==> src/rtl/detect_event_counter.sv <==
// Counts falling edges of the detector's det_n into a 4-digit BCD total with HEX and LED outputs.
// Define BLANK_LZ_EN to blank leading zeros on hex3..hex1.
module detect_event_counter #(
    parameter int LED_HOLD = 25_000_000,
    parameter bit SATURATE = 1'b1
) (
    input  logic        clk,
    input  logic        rst_n,
    input  logic        det_n,
    input  logic        clr,
    output logic [15:0] bcd,
    output logic        ovf,
    output logic        led,
    output logic [6:0]  hex0,
    output logic [6:0]  hex1,
    output logic [6:0]  hex2,
    output logic [6:0]  hex3
);

    localparam int TW = $clog2(LED_HOLD + 1);
    localparam logic [TW-1:0] HOLD = TW'(LED_HOLD);
    localparam logic [6:0] SEG_ZERO  = 7'b1000000;
    localparam logic [6:0] SEG_BLANK = 7'b1111111;
`ifdef BLANK_LZ_EN
    localparam logic [6:0] HEX_RST_HI = SEG_BLANK;
`else
    localparam logic [6:0] HEX_RST_HI = SEG_ZERO;
`endif

    logic          r_s1;
    logic          r_s2;
    logic          r_s2_d;
    logic          w_event;
    logic [15:0]   r_bcd;
    logic [15:0]   w_bcd_inc;
    logic          w_carry;
    logic          w_all9;
    logic          r_ovf;
    logic          r_led;
    logic [TW-1:0] r_timer;
    logic [TW-1:0] w_timer_nxt;
    logic [3:0]    w_blank;
    logic [6:0]    r_hex0;
    logic [6:0]    r_hex1;
    logic [6:0]    r_hex2;
    logic [6:0]    r_hex3;

    function automatic logic [6:0] seg7(input logic [3:0] d);
        unique case (d)
            4'd0:    seg7 = 7'b1000000;
            4'd1:    seg7 = 7'b1111001;
            4'd2:    seg7 = 7'b0100100;
            4'd3:    seg7 = 7'b0110000;
            4'd4:    seg7 = 7'b0011001;
            4'd5:    seg7 = 7'b0010010;
            4'd6:    seg7 = 7'b0000010;
            4'd7:    seg7 = 7'b1111000;
            4'd8:    seg7 = 7'b0000000;
            4'd9:    seg7 = 7'b0010000;
            default: seg7 = SEG_BLANK;
        endcase
    endfunction

    assign w_event = r_s2_d & ~r_s2;
    assign w_all9  = (r_bcd == 16'h9999);

    // Ripple carry across the four digits in a single cycle
    always_comb begin
        w_bcd_inc = r_bcd;
        w_carry   = 1'b1;
        for (int i = 0; i < 4; i++) begin
            if (w_carry) begin
                if (r_bcd[4*i +: 4] == 4'd9) begin
                    w_bcd_inc[4*i +: 4] = 4'd0;
                end else begin
                    w_bcd_inc[4*i +: 4] = r_bcd[4*i +: 4] + 4'd1;
                    w_carry = 1'b0;
                end
            end
        end
    end

    always_comb begin
        w_timer_nxt = r_timer;
        if (clr) begin
            w_timer_nxt = '0;
        end else if (w_event) begin
            w_timer_nxt = HOLD;
        end else if (r_timer != '0) begin
            w_timer_nxt = r_timer - TW'(1);
        end
    end

    always_comb begin
        w_blank = 4'b0000;
`ifdef BLANK_LZ_EN
        w_blank[3] = (r_bcd[15:12] == 4'd0);
        w_blank[2] = w_blank[3] && (r_bcd[11:8] == 4'd0);
        w_blank[1] = w_blank[2] && (r_bcd[7:4] == 4'd0);
`endif
    end

    always_ff @(posedge clk or negedge rst_n) begin
        if (!rst_n) begin
            r_s1    <= 1'b1;
            r_s2    <= 1'b1;
            r_s2_d  <= 1'b1;
            r_bcd   <= 16'h0000;
            r_ovf   <= 1'b0;
            r_led   <= 1'b0;
            r_timer <= '0;
            r_hex0  <= SEG_ZERO;
            r_hex1  <= HEX_RST_HI;
            r_hex2  <= HEX_RST_HI;
            r_hex3  <= HEX_RST_HI;
        end else begin
            r_s1    <= det_n;
            r_s2    <= r_s1;
            r_s2_d  <= r_s2;
            r_timer <= w_timer_nxt;
            r_led   <= (w_timer_nxt != '0);
            if (clr) begin
                r_bcd <= 16'h0000;
                r_ovf <= 1'b0;
            end else if (w_event) begin
                if (w_all9) begin
                    r_ovf <= 1'b1;
                    r_bcd <= SATURATE ? 16'h9999 : 16'h0000;
                end else begin
                    r_bcd <= w_bcd_inc;
                end
            end
            r_hex0 <= seg7(r_bcd[3:0]);
            r_hex1 <= w_blank[1] ? SEG_BLANK : seg7(r_bcd[7:4]);
            r_hex2 <= w_blank[2] ? SEG_BLANK : seg7(r_bcd[11:8]);
            r_hex3 <= w_blank[3] ? SEG_BLANK : seg7(r_bcd[15:12]);
        end
    end

    assign bcd  = r_bcd;
    assign ovf  = r_ovf;
    assign led  = r_led;
    assign hex0 = r_hex0;
    assign hex1 = r_hex1;
    assign hex2 = r_hex2;
    assign hex3 = r_hex3;

endmodule

==> config.mk <==
export PLATFORM = sky130hd
export DESIGN_NAME = detect_event_counter
export DESIGN_NICKNAME = d
export VERILOG_FILES = /design/src/rtl/detect_event_counter.sv
export SDC_FILE = /design/constraint.sdc
export NUM_CORES = 1
export LEC_CHECK = 0
export ABC_AREA = 1
export BUFFER_PORTS_ARGS = -buffer_cell sky130_fd_sc_hd__buf_2
export CAP_MARGIN = 20
export CORE_ASPECT_RATIO = 1.5
export CORE_MARGIN = 1
export CORE_UTILIZATION = 40
export CTS_BUF_LIST = sky130_fd_sc_hd__clkbuf_8
export CTS_CLUSTER_SIZE = 40
export DETAILED_ROUTE_END_ITERATION = 16
export SLEW_MARGIN = 20
export SYNTH_ARGS = -nofsm -noshare
export SYNTH_HDL_FRONTEND = slang
export SYNTH_SLANG_ARGS = --single-unit
export TNS_END_PERCENT = 20
==> constraint.sdc <==
create_clock -name clk -period 4.9 [get_ports clk]
set_input_delay 0.735 -clock clk [delete_from_list [all_inputs] [get_ports clk]]
set_output_delay 0.735 -clock clk [all_outputs]
set_load 0.01 [all_outputs]
==> results of run 1 <==
## critical path: stages (launching register included)
cell	delay [ps]
sky130_fd_sc_hd__dfrtp_1	390
sky130_fd_sc_hd__inv_1	160
sky130_fd_sc_hd__ha_1	330
sky130_fd_sc_hd__nand2_4	140
sky130_fd_sc_hd__nor2_2	290
sky130_fd_sc_hd__nand2_1	100
sky130_fd_sc_hd__nand2_1	70
sky130_fd_sc_hd__nand2_1	50
sky130_fd_sc_hd__nand2_1	50
sky130_fd_sc_hd__nand2_1	50
sky130_fd_sc_hd__nand2_1	70
sky130_fd_sc_hd__nand2_1	60
sky130_fd_sc_hd__nor2_1	120
sky130_fd_sc_hd__nand2_1	90
sky130_fd_sc_hd__nor2_1	90
sky130_fd_sc_hd__nand2_1	60
## through the flow
| step | total power [mW] | std cells |
|---|---|---|
| 2_1_floorplan | 1.058 | 525 |
| 6_report | 1.673 | 698 |
| 4_1_cts | 1.688 | 698 |
| 5_1_grt | 1.779 | 698 |
| 3_5_place_dp | 1.173 | 682 |
| 3_3_place_gp | 1.170 | 682 |
## synth_stat cells (all sizes together)
library cell  number
o32ai              1
o22ai              2
clkbuf             7
o211ai             3
o21a               1
clkinv             2
nand3             54
buf                2
nand2            136
nor3               4
o221ai             1
xnor2              5
a21boi             1
dfrtp             67
nand3b             3
a21oi             15
xor2               8
nand4              2
o311ai             2
o21ai             30
o31ai              1
nor2              68
a22oi              3
ha                21
dfstp              7
inv               76
a211oi             2
a32oi              1
## worst max-delay path by stage
stage	start	endpoint	slack (ps)
global route	r_timer[0]$_DFF_PN0_	led$_DFF_PN0_	2490
CTS	r_timer[0]$_DFF_PN0_	led$_DFF_PN0_	2670
global placement	clr	bcd[7]$_DFFE_PN0P_	2620
detailed placement	clr	bcd[7]$_DFFE_PN0P_	2530
finish	r_timer[0]$_DFF_PN0_	led$_DFF_PN0_	2680
floorplan	r_timer[0]$_DFF_PN0_	led$_DFF_PN0_	3110
## layout by cell type (no fill, tap or decap), drive strengths merged, types with 3 or more instances in the layout
master	n
dfrtp	67
inv	78
clkbuf	9
ha	21
o21ai	30
buf	49
nand3b	3
nand3	54
a22oi	3
dfstp	7
nand2	136
xnor2	5
a21oi	15
nor2	68
o211ai	3
clkinv	3
nor3	4
xor2	8
## sequential cells by signal, indices dropped and copies added (netlist names)
signal,count
r_s1,1
r_s2_d,1
bcd,16
hex1,7
r_s2,1
r_timer,25
hex2,7
hex0,7
hex3,7
led,1
ovf,1
## area by class of cell
type / instances / area (sq um) / area share (%)
clock buffer: 9 / 123.9 / 2.649
clock inverter: 7 / 87.58 / 1.873
inverter: 78 / 292.8 / 6.262
multi-input combinational: 364 / 1917 / 41.00
sequential: 74 / 1861 / 39.79
tap: 117 / 146.4 / 3.131
timing repair buffer: 49 / 247.7 / 5.298
## cells by family (layout without fill, tap and decap cells)
| kind of cell | after synthesis | after routing | share of synthesized area [%] |
|---|---|---|---|
| adders and majority gates | 21 | 21 | 6.389 |
| and+or+nand+nor | 267 | 267 | 28.51 |
| xor gates and xnor gates | 13 | 13 | 2.769 |
| buffers and inverters | 87 | 143 | 8.154 |
| AOI/OAI and AO/OA | 63 | 63 | 8.945 |
| DFF | 74 | 74 | 45.24 |
## routing by layer
layer	vias up	wire length [um]
met5	-	0
met4	0	299
met2	62	5405
met1	1704	3763
li1	1768	-
met3	20	270
## power by group
group          internal (mW)  switching [mW]  total [mW]
sequential             0.652          0.0410       0.693
combinational          0.150           0.320       0.470
clock                  0.282           0.227       0.509
==> impl_summary.txt, run 1 <==
----------------------------------------------------
[Timing]
  Clock period minus final worst setup slack ... between 2000 and 2500 ps
  Worst Max-Slew Pin Slew ... 1005 ps
  Unrepaired setup endpoints after global routing ... no
  Final clock period utilization by the worst path ... 45.21%
  Min Hold Slack ... between 300 and 400 ps
  Final setup slack of the worst path ... roughly 2700 ps
  Peak Freq ... approximately 450 MHz
  Final Skew ... approximately 7 ps
  Sum of negative setup slack ... 0 ps
  Number of setup violations in the final report ... 0
  Final max-slew violation count ... 0
  Count of final hold-check violations ... 0
  Slew margin rel. ... between 30% and 40%

[CTS]
  Total number of H-tree levels ... 3
  Sinks on the clock net ... 74
  Maximum root-to-sink buffer count ... 2
  Clock insertion delay at the later pin of the skew report ... 350 ps
  Cts bufs inserted ... 9
  Clock slew at reported path FFs ... 80 ps
  Clk root buf ... sky130_fd_sc_hd__clkbuf_8
  # hold bufs at CTS ... 0
  Setup Buffers After CTS ... 0
  Count of cells resized by post-cts repair ... 0
  Clock tree from TritonCTS ... done

[Global route]
  Global-route track usage on met1 ... a little over a fifth
  Global-route layer with the greatest usage ... met2
  Tot GR Track Use ... between 10% and 20%
  Number of global-route vias before repair ... between 3k and 4k
  Global-route wire length before repair ... approximately 16 mm
  Antenna violations before repair ... 0
  Met2 Usage GRT ... between 30 and 40%
  Leftover overflow at the end of global routing ... 0
  Maximum number of pins on one net before global-route repair ... between 70 and 80
  Grt met3 use ... under 10%

[Hold path]
  Hold path cells ... 0
  Hold path startpoint ... r_s1$_DFF_PN1_
  Path category of the worst min-delay check ... flip-flop to flip-flop
  Hold EP ... r_s2$_DFF_PN1_

[Route]
  Total DRC errors in the routed layout ... 0
  Routed length per placed instance ... roughly 14 um
  Total iterations of the first detailed-routing run ... 7
  Total vias in the final route ... between 3k and 4k
  Vias per std cell ... 5.092
  Post-DRT Antenna Nets ... 0
  First DRT Iteration DRCs ... around 240
  Final WL ... about 10 mm

[Synthesis]
  Flop and latch count out of synthesis ... 74
  Syn_area_per_cell ... 7.834 sq um
  Netlist area before placement ... 0.004113 sq mm
  Syn nets ... 550
  Number of warnings printed during yosys synthesis ... 0
  Synthesized instance count ... approximately 530
  Cell types occupying the most area after synthesis ... sky130_fd_sc_hd__dfrtp_1, sky130_fd_sc_hd__nand2_1, sky130_fd_sc_hd__inv_1
  Sequential-to-total area share from yosys stat ... 45.24%
  Netlist cell types ... 37
  Share of the synthesized area in the top cell type ... about two fifths
  Post-synth top area cell ... sky130_fd_sc_hd__dfrtp_1

[Critical path]
  Reg-to-reg slack, setup ... roughly 2700 ps
  Type of origin of the critical path ... flip-flop
  Required time reported for the critical path endpoint ... between 5000 and 6000 ps
  Reg2reg end ... led$_DFF_PN0_
  Number of cell instances on the worst register-to-register path ... 15
  Startpoint of the lowest-slack register-to-register path ... r_timer[0]$_DFF_PN0_
  Setup CP Type ... flip-flop to flip-flop
  Critical path endpoint category ... flip-flop
  Data arrival at the endpoint of the critical path ... 2470 ps
  Top fanout value on the critical path ... 6

[Die]
  Num rows ... between 40 and 50
  Chip Width ... 84.79 um
  Area of the core ... around 0.01 sq mm
  Die ar. ... around 0.011 sq mm
  Count of pins on the block boundary ... 50
  Initial standard-cell utilization of the core ... 40.81%
  Vertical die dimension ... about 130 um

[Placed design]
  Weighted congestion at the end of routability-driven global placement ... just under 0.9
  Count of buffers inserted at the top-level ports ... between 40 and 50
  Total cell area at the placement stage ... 0.004464 sq mm
  Half-perimeter wire length of the detailed placement result ... approximately 7.3 mm
  Pre-CTS WS ... 2533 ps

[Power and ir drop]
  Power Density ... approximately 360 mW/mm^2
  Worst VDD drop ... 0.2357 mV
  Leakage power figure ... about 2.7 nW

[Cells and area]
  Post-route core utilization ... between 40% and 50%
  Growth of design area from synthesis to finish ... 13.69%
  Final non-filler cell area ... around 0.0047 sq mm
  Number of diodes ... 0
  Nets@finish ... approximately 600
  Layout cell share with drive strength beyond 1 ... between 15 and 20%
  Count of fill cells added during filler insertion ... ~1.0k

[Outcome]
  Result of the run ... complete, no violations

[Job]
  Max cap viols ... 0

----------------------------------------------------
Note: power is estimated with default switching activity, not from simulation.
==> run 2: changes to the inputs <==
Settings changed: ABC_AREA 1 to 0.
Clock period 4.9 ns to 1.98 ns, I/O delays scaled along.
==> run 2 against run 1 <==
Effect of this change:
- worst setup slack lost 3300 ps
- utilization grew 12 points
- worst hold slack lost 320 ps
- sequential cell count is the same
- non-clock buffer count grew 103
- combinational power grew to 3.3 times the previous value
- the run now ends with setup timing left
- critical endpoint unchanged
- design area grew 16%
- synthesized cell count shrank 19%
- largest power group unchanged
==> impl_summary.txt, run 2 <==
----------------------------------------------------
[Critical path]
  CP max stage cell ... sky130_fd_sc_hd__or4_4
  Critical path buffers and inverters ... 0
  Number of cell instances on the worst register-to-register path ... 7
  Data arrival at the endpoint of the critical path ... 2850 ps
  Largest stage delay on the critical path ... between 500 and 600 ps
  Setup CP Type ... flip-flop to flip-flop
  Cell class contributing the biggest share of worst-path delay ... simple AND/OR/NAND/NOR gates
  Startpoint of the lowest-slack register-to-register path ... r_timer[18]$_DFF_PN0_
  CP startpoint ... r_timer[18]$_DFF_PN0_
  Type of origin of the critical path ... flip-flop
  Worst path cell trace ... or4_4 > or4_4 > o211ai_2 > a31oi_1 > or3_1 > nor4_1 > nand4_1
  Critical path endpoint category ... flip-flop
  Number of gates on the worst path with buffers counted ... 7
  Most repeated library cell on the critical path ... sky130_fd_sc_hd__or4_4
  Reg2reg end ... led$_DFF_PN0_
  Last element of the critical path ... led$_DFF_PN0_
  Reg-to-reg slack, setup ... -640 ps
  Required time reported for the critical path endpoint ... 2210 ps
  Top fanout value on the critical path ... 5

[Synthesis]
  Syn_area_per_cell ... 9.270 sq um
  Share of the synthesized area in the top cell type ... a little over two fifths
  Post-synth top area cell ... sky130_fd_sc_hd__dfrtp_1
  Number of warnings printed during yosys synthesis ... 0
  Netlist cell types ... 52
  Sequential-to-total area share from yosys stat ... around 47%
  Most instantiated cells after synthesis ... sky130_fd_sc_hd__dfrtp_1, sky130_fd_sc_hd__nor2_1, sky130_fd_sc_hd__nand2_1
  Number of flops mapped to enable cells by yosys ... 0
  Cell types occupying the most area after synthesis ... sky130_fd_sc_hd__dfrtp_1, sky130_fd_sc_hd__ha_1, sky130_fd_sc_hd__a21oi_1
  Synthesized instance count ... between 400 and 500
  Flop and latch count out of synthesis ... between 70 and 80
  Post-synthesis async set-or-reset flop share ... 100.0%
  Post-synth top flop ... sky130_fd_sc_hd__dfrtp_1
  Most used standard cell by instance count after synthesis ... sky130_fd_sc_hd__dfrtp_1
  Netlist area before placement ... 0.003921 sq mm
  Syn nets ... about 450

[Placed design]
  Count of buffers inserted at the top-level ports ... just under 50
  Number of cells after detailed placement ... between 600 and 700
  Half-perimeter wire length of the detailed placement result ... around 7.7 mm
  Weighted congestion at the end of routability-driven global placement ... around 0.84
  Total cell area at the placement stage ... 0.004969 sq mm

[Route]
  Post-DRT Antenna Nets ... 0
  Routed length per placed instance ... roughly 16 um
  Vias per std cell ... roughly 5.4
  Total DRC errors in the routed layout ... 0
  Total vias in the final route ... around 3.7k
  Final WL ... ~11 mm
  First DRT Iteration DRCs ... between 150 and 200
  Total iterations of the first detailed-routing run ... 5

[Cells and area]
  Final non-filler cell area ... approximately 0.0054 sq mm
  Layout cell share with drive strength beyond 1 ... a little under two fifths
  Number of diodes ... 0
  Largest register by flop count ... r_timer
  Final cell count without fillers ... 683
  Nets@finish ... about 600
  Max FFs per register ... 25
  Most common cell after layout, fill and taps aside ... sky130_fd_sc_hd__buf_4
  Most frequent cells in the layout ... sky130_fd_sc_hd__buf_4, sky130_fd_sc_hd__dfrtp_1, sky130_fd_sc_hd__buf_2, sky130_fd_sc_hd__nor2_1, sky130_fd_sc_hd__nand2_1
  Growth of design area from synthesis to finish ... 38.74%

[Timing]
  Final setup slack of the worst path ... -641.6 ps
  Count of final hold-check violations ... 0
  Peak Freq ... 381.4 MHz
  Number of setup violations in the final report ... 21
  Final clock period utilization by the worst path ... 132.4%
  Unrepaired setup endpoints after global routing ... yes
  Worst Max-Slew Pin Slew ... roughly 570 ps
  Clock period minus final worst setup slack ... 2622 ps
  Final Skew ... 6.123 ps
  Slew margin rel. ... between 60% and 70%
  Final max-slew violation count ... 0

[CTS]
  Clock insertion delay at the later pin of the skew report ... 350 ps
  Total number of H-tree levels ... 3
  Sinks on the clock net ... 74
  Clock slew at reported path FFs ... 80 ps
  Clk root buf ... sky130_fd_sc_hd__clkbuf_8
  Clock tree from TritonCTS ... done
  Maximum root-to-sink buffer count ... 2
  Cts bufs inserted ... 9

[Outcome]
  Result of the run ... finished with violations
  Violations in the final reports ... setup timing

[Global route]
  Maximum number of pins on one net before global-route repair ... 44
  Tot GR Track Use ... approximately 22%
  Number of global-route vias before repair ... between 3k and 4k
  Global-route wire length before repair ... about 18 mm
  Leftover overflow at the end of global routing ... 0
  Antenna violations before repair ... 0

[Power and ir drop]
  Sw Share ... a little under a third
  Clock power share ... 27.1%
  Int Pwr ... 3.024 mW
  Leakage power figure ... between 2 and 3 nW
  Power Density ... just over 800 mW/mm^2
  Share of total power in sequential cells ... approximately 38%
  Worst VDD drop ... 0.7142 mV
  Portion of total power attributed to combinational logic ... a little over a third
  Sw Pwr ... 1.378 mW
  Total power consumption of the routed design ... roughly 4.4 mW

[Die]
  Die ar. ... just over 0.01 sq mm
  Vertical die dimension ... roughly 120 um
  Chip Width ... ~83 um
  Initial standard-cell utilization of the core ... 41.89%
  Count of pins on the block boundary ... 50
  Area of the core ... approximately 0.0094 sq mm
  Num rows ... 43

[Job]
  Max cap viols ... 0

[Hold path]
  Path category of the worst min-delay check ... primary input to flip-flop

----------------------------------------------------
-- run 2: worst min path at each step --
stage,from,end,cells past startpoint
finish,det_n,r_s1$_DFF_PN1_,1
global route,det_n,r_s1$_DFF_PN1_,1
CTS,det_n,r_s1$_DFF_PN1_,1
detailed placement,rst_n,hex1[2]$_DFF_PN0_,1
global placement,rst_n,hex1[2]$_DFF_PN0_,1
floorplan,rst_n,bcd[0]$_DFFE_PN0P_,0
-- run 2: metal layers --
layer  wire length, um  vias to the layer above  GRT usage [%]
met5                 0                        -              0
met4               213                        0          8.405
met3               364                       18          3.872
met2              5817                       81          40.73
met1              4243                     1784          24.56
li1                  -                     1789              -
-- run 2: worst reg2reg max path, stage by stage (launching register included) --
cell and delay (ps):
sky130_fd_sc_hd__dfrtp_1 380, sky130_fd_sc_hd__or4_4 540, sky130_fd_sc_hd__or4_4 490, sky130_fd_sc_hd__o211ai_2 190, sky130_fd_sc_hd__a31oi_1 130, sky130_fd_sc_hd__or3_1 390, sky130_fd_sc_hd__nor4_1 260, sky130_fd_sc_hd__nand4_1 100
-- run 2: final cells by class --
cell class | count | area (sq um)
fillers | 863 | 3921
well taps | 112 | 140.1
clock inverters | 5 | 52.55
flip-flops and latches | 74 | 1861
inverters | 20 | 75.07
clock buffers | 11 | 151.4
multi-input cells | 309 | 2102
repair buffers | 152 | 1059
-- run 2: power groups by stage --
stage / clock network (mW) / logic, mW / registers [mW]
after floorplan: 0 / 0.601 / 1.72
after global placement: 0 / 1.30 / 1.69
after detailed placement: 0 / 1.31 / 1.69
after CTS: 1.25 / 1.44 / 1.67
after global routing: 1.29 / 1.66 / 1.68
final: 1.20 / 1.54 / 1.67
-- run 2: stage by stage --
step	TNS, ps	util [%]	hold slack [ps]	setup WS [ps]
floorplan	-4790	-	1.409	-698.2
finish	-4862	58.11	40.10	-641.6
global route	-6703	58.11	22.87	-744.8
CTS	-4276	56.75	16.85	-637.5
detailed placement	-5690	53.07	333.5	-658.2
global placement	-5475	53.07	322.7	-665.3
-- run 2: timing repair --
action	4_1_cts	5_1_grt
endpoints found under the setup margin	23	31
pin swaps	4	7
hold buffers	1	0
hold endpoints to repair	33	0
gates resized for setup	27	19
gates cloned	0	1
setup buffers	3	2
-- run 2: cells by family after synthesis --
| logic type | after synthesis | synth area share, % |
|---|---|---|
| flops | 74 | 47.45 |
| buf+inv | 40 | 4.180 |
| simple gates | 171 | 21.76 |
| compound gates | 101 | 16.18 |
| mux | 5 | 1.276 |
| xor+xnor | 11 | 2.457 |
| fa+ha+maj | 21 | 6.701 |
